==> src/rtl/lsu_align.sv <==
// lsu_align: passes aligned loads/stores straight to data memory, splits misaligned ones into byte accesses.
// Optional MISALIGN_TRAP_EN: misaligned requests raise misalign_exc instead of being split.
module lsu_align #(
    parameter int ADDR_W = 32
) (
    input  logic              clk,
    input  logic              reset,
    input  logic              req_valid,
    input  logic              req_we,
    input  logic [2:0]        req_funct3,
    input  logic [ADDR_W-1:0] req_addr,
    input  logic [31:0]       req_wdata,
    output logic              stall,
    output logic [31:0]       ld_data,
    output logic              mem_we,
    output logic [ADDR_W-1:0] mem_a,
    output logic [31:0]       mem_wd,
    output logic [2:0]        mem_funct3,
    input  logic [31:0]       mem_rd,
    output logic              misalign_exc
);
`ifdef MISALIGN_TRAP_EN
    localparam bit TRAP = 1'b1;
`else
    localparam bit TRAP = 1'b0;
`endif
    typedef enum logic {IDLE, SPLIT} state_e;
    state_e            state_q, state_d;
    logic [1:0]        idx_q, idx_d, nlast_q, nlast_d;
    logic [ADDR_W-1:0] base_q, base_d;
    logic [31:0]       wdata_q, wdata_d;
    logic [2:0]        f3_q, f3_d;
    logic              we_q, we_d;
    logic [23:0]       acc_q, acc_d;
    logic              mis, last;
    logic [15:0]       half;
    // funct3[1:0]: 00 byte (never misaligned), 01 halfword, others treated as word
    assign mis  = req_valid & (req_funct3[1:0] == 2'b00 ? 1'b0 :
                               req_funct3[1:0] == 2'b01 ? req_addr[0] : |req_addr[1:0]);
    assign last = idx_q == nlast_q;
    assign half = {mem_rd[7:0], acc_q[7:0]};
    always_comb begin
        state_d      = state_q;
        idx_d        = idx_q;
        nlast_d      = nlast_q;
        base_d       = base_q;
        wdata_d      = wdata_q;
        f3_d         = f3_q;
        we_d         = we_q;
        acc_d        = acc_q;
        stall        = 1'b0;
        ld_data      = 32'b0;
        misalign_exc = 1'b0;
        mem_we       = req_valid & req_we;
        mem_a        = req_addr;
        mem_wd       = req_wdata;
        mem_funct3   = req_funct3;
        if (state_q == IDLE) begin
            if (mis && TRAP) begin
                mem_we       = 1'b0;
                misalign_exc = 1'b1;
            end else if (mis) begin
                mem_funct3   = req_we ? 3'b000 : 3'b100;
                mem_wd       = {24'b0, req_wdata[7:0]};
                stall        = 1'b1;
                state_d      = SPLIT;
                idx_d        = 2'd1;
                nlast_d      = req_funct3[1:0] == 2'b01 ? 2'd1 : 2'd3;
                base_d       = req_addr;
                wdata_d      = req_wdata;
                f3_d         = req_funct3;
                we_d         = req_we;
                acc_d[7:0]   = mem_rd[7:0];
            end else if (req_valid && !req_we) begin
                ld_data = mem_rd;
            end
        end else begin
            mem_we     = we_q;
            mem_a      = base_q + ADDR_W'(idx_q);
            mem_funct3 = we_q ? 3'b000 : 3'b100;
            mem_wd     = {24'b0, wdata_q[{idx_q, 3'b000} +: 8]};
            if (last) begin
                state_d = IDLE;
                idx_d   = 2'd0;
                ld_data = we_q ? 32'b0 :
                          f3_q == 3'b001 ? {{16{half[15]}}, half} :
                          f3_q == 3'b101 ? {16'b0, half} : {mem_rd[7:0], acc_q};
            end else begin
                stall = 1'b1;
                idx_d = idx_q + 2'd1;
                if (!we_q)
                    acc_d = idx_q == 2'd1 ? {acc_q[23:16], mem_rd[7:0], acc_q[7:0]}
                                          : {mem_rd[7:0], acc_q[15:0]};
            end
        end
        // Reset overrides everything so a half-finished store stops writing at once
        if (reset) begin
            stall        = 1'b0;
            mem_we       = 1'b0;
            misalign_exc = 1'b0;
        end
    end
    always_ff @(posedge clk or posedge reset) begin
        if (reset) begin
            state_q <= IDLE;
            idx_q   <= 2'd0;
            nlast_q <= 2'd0;
            base_q  <= '0;
            wdata_q <= 32'b0;
            f3_q    <= 3'b0;
            we_q    <= 1'b0;
            acc_q   <= 24'b0;
        end else begin
            state_q <= state_d;
            idx_q   <= idx_d;
            nlast_q <= nlast_d;
            base_q  <= base_d;
            wdata_q <= wdata_d;
            f3_q    <= f3_d;
            we_q    <= we_d;
            acc_q   <= acc_d;
        end
    end
endmodule
==> config.mk <==
export PLATFORM = sky130hd
export DESIGN_NAME = lsu_align
export DESIGN_NICKNAME = d
export VERILOG_FILES = /design/src/rtl/lsu_align.sv
export SDC_FILE = /design/constraint.sdc
export NUM_CORES = 1
export LEC_CHECK = 0
export BUFFER_PORTS_ARGS = -buffer_cell sky130_fd_sc_hd__buf_2
export CORE_MARGIN = 5
export CORE_UTILIZATION = 40
export CTS_CLUSTER_SIZE = 20
export DETAILED_ROUTE_END_ITERATION = 12
export PLACE_DENSITY = 0.67
export SYNTH_ARGS = -nofsm -noshare
export SYNTH_HDL_FRONTEND = slang
export SYNTH_SLANG_ARGS = --single-unit
==> constraint.sdc <==
create_clock -name clk -period 3.9 [get_ports clk]
set_clock_uncertainty 0.15 [all_clocks]
set_input_delay 0.78 -clock clk [delete_from_list [all_inputs] [get_ports clk]]
set_output_delay 0.78 -clock clk [all_outputs]
set_load 0.005 [all_outputs]
==> reports/metrics.cfg <==
[global_route]
grt_usage = 0.189
antenna_found_initial = 0
grt_pass1_wl_um = 25300
grt_pass1_vias = 5089
grt_max_degree = 82
grt_overflow = 0

[cells_and_area]
finalNonFillerCells = 914
finalNetCount = 835
area_growth_pct = 27.8
final_cell_mix = buf_2, dfrtp_1, mux2_2, nor2_1, a21oi_1
final_common_cell = buf_2
layout-drive-gt1-share = 0.491
n_fill_cell = 1260

[power_and_ir_drop]
ir_worst_vdd_v = 0.000327
power.leakage_nw = 3.28
power_density_nw_per_um2 = 757

[sta]
timing.fmax_mhz = 261
hold_viol_final = 0
max_slew_margin = 0.450
worst_slew_pin_slew_ns = 0.825
setup-violations-final = 0
drv_slew = 0
setup_tns_ns = 0
finalCritPeriodShare = 0.982
fin_crit_ns = 3.83

[critical_path]
cp.required_ns = 2.97
critPathCaptureType = output port
critPathKind = reg -> out
crit_path_start_kind = flop
path_cells = ha_2, inv_2, fa_2, nand3b_1, or4_4, buf_12, or4_1, a31oi_1, buf_2
path_max_fanout = 10
critPathSlowestCell = or4_1
slowest_delay_ns = 0.47
cp_data_arrival_time_ns = 2.90

[floorplan]
dieArea_um2 = 16700
chipHeight_um = 129
core.rowCount = 43
die_w_um = 129
start_util = 0.408
ios = 205
core_area_um2 = 13900

[route]
antenna_left = 0
routedWlPerCell_um = 17.4
drtIter0Drc = 225
wl_um = 15900
drc = 0
first_pass_iters = 4
vias = 4990
viasPerCell = 5.46

[yosys]
synth_cells = 536
synth_ff_type = dfrtp_1
syn_area_um2 = 5690
async_flop_share = 1.00
synth_edf_count = 0
syn_nets = 643
synth-seq-cells = 97
ys_types = 46
yosysWarningCount = 0
avgSynthCellArea_um2 = 10.6
synth-seq-area-share = 0.427

[placement]
dp.cells = 891
dpl.hpwl_um = 11700
gp_congestion = 0.839
port_buffers = 203

[clocking]
clk-insertion-delay-late_ns = 0.34
cts_tree = built
cts_buffers = 9
root_buffer = clkbuf_16
hold_buffers = 0
clkTransAtPathRegs_ns = 0.07
htree_levels = 3
cts.path.max_buffers = 2
clock-sinks = 97

[run_status]
status = completed

[job]
maxCapViolations = 0

[min_path]
holdCritPathClass = reg -> reg

==> power breakdown <==
group | switching, W | internal, W | total (W)
Sequential | 0.000400 | 0.00152 | 0.00192
Clock | 0.000391 | 0.000537 | 0.000928
Combinational | 0.00125 | 0.00141 | 0.00266
==> cell type report <==
cell class                      count  area (um2)  share of cell area
Clock buffer                       11         253              0.0347
Timing Repair Buffer              222        1170               0.162
Tap cell                          180         225              0.0310
Antenna cell                        1        2.50            0.000344
Multi-Input combinational cell    383        3070               0.422
Inverter                           15        58.8             0.00808
Clock inverter                      5        62.6             0.00860
Sequential cell                    97        2430               0.334
==> synth_stat cells, drive strengths merged (2+ instances only) <==
| master | number | area [um2] |
|---|---|---|
| nand2b | 2 | 12.5 |
| and2 | 26 | 163 |
| a22o | 8 | 70.1 |
| or3b | 2 | 17.5 |
| nand3 | 8 | 40.0 |
| nor3 | 4 | 25.0 |
| nand4 | 7 | 56.3 |
| or3 | 8 | 53.8 |
| or2 | 4 | 25.0 |
| buf | 13 | 62.6 |
| mux2 | 93 | 1050 |
| xor2 | 5 | 43.8 |
| o21ai | 20 | 100 |
| ha | 3 | 37.5 |
| mux2i | 9 | 90.1 |
| nand2 | 19 | 71.3 |
| inv | 15 | 56.3 |
| mux4 | 8 | 180 |
| a21oi | 29 | 145 |
| o2bb2ai | 24 | 210 |
| clkbuf | 28 | 106 |
| a31oi | 19 | 119 |
| xnor2 | 8 | 70.1 |
| o31ai | 11 | 82.6 |
| nand3b | 2 | 15.0 |
| or4 | 16 | 120 |
| nor2b | 2 | 12.5 |
| nor3b | 3 | 22.5 |
| nor2 | 33 | 124 |
| dfrtp | 97 | 2430 |
==> worst max-delay path: cells and delay by family, from the launching register on <==
family	cells	cell delay (ns)
fa+ha+maj	2	0.53
flops	1	0.36
buf+inv	3	0.34
compound gates	1	0.21
simple gates	3	1.11
==> kinds of logic after synthesis <==
kind of cell,Yosys count,share of synthesized area
AND/OR/NAND/NOR,138,0.136
other,1,0.000659
adder cells (fa/ha/maj),4,0.0101
flip-flops,97,0.427
AO/OA/AOI/OAI,117,0.136
XOR/XNOR,13,0.0200
multiplexers,110,0.232
buffers and inverters,56,0.0396
==> sequential cells by signal, indices dropped and copies added, names as in the netlist <==
name     cells
wdata_q     32
acc_q       24
idx_q        2
base_q      32
state_q      1
nlast_q      2
f3_q         3
we_q         1
==> per-layer routing <==
metal,vias up,wire length (um),GRT usage
met5,-,0,0
met4,0,236,0.0735
met3,17,1010,0.0354
met2,159,7830,0.316
met1,2446,6790,0.243
li1,2368,-,-
==> repair_timing <==
| action | CTS | global route |
|---|---|---|
| setup endpoints to repair | 10 | 8 |
| buffers inserted | 1 | 5 |
| pin swaps | 0 | 3 |
| resized for setup | 3 | 6 |
==> through the flow <==
step / instance area (um2) / total power (W) / setup WS, ns / hold WS [ns] / utilization
2_1_floorplan: 5690 / 0.00361 / 0.417 / 0.311 / -
3_3_place_gp: 6880 / 0.00450 / 0.316 / 0.324 / 0.494
3_5_place_dp: 6880 / 0.00459 / 0.243 / 0.332 / 0.494
4_1_cts: 7220 / 0.00556 / -0.0288 / 0.350 / 0.518
5_1_grt: 7270 / 0.00593 / -0.00926 / 0.364 / 0.522
6_report: 7270 / 0.00551 / 0.0711 / 0.346 / 0.522
==> path summary, 6_finish.rpt <==
kind                             from          to  cells past startpoint  slack (ns)
max reg2reg                   state_q   acc_q[17]                      4        1.15
max                          idx_q[0]   mem_a[18]                      9        0.07
min reg2reg                nlast_q[0]  nlast_q[0]                      1        0.35
min                        nlast_q[0]  nlast_q[0]                      1        0.35
min in group asynchronous       reset    acc_q[2]                      2        0.43
max in group asynchronous       reset  base_q[28]                      3        2.38
Power figures use the tool's default switching activity.
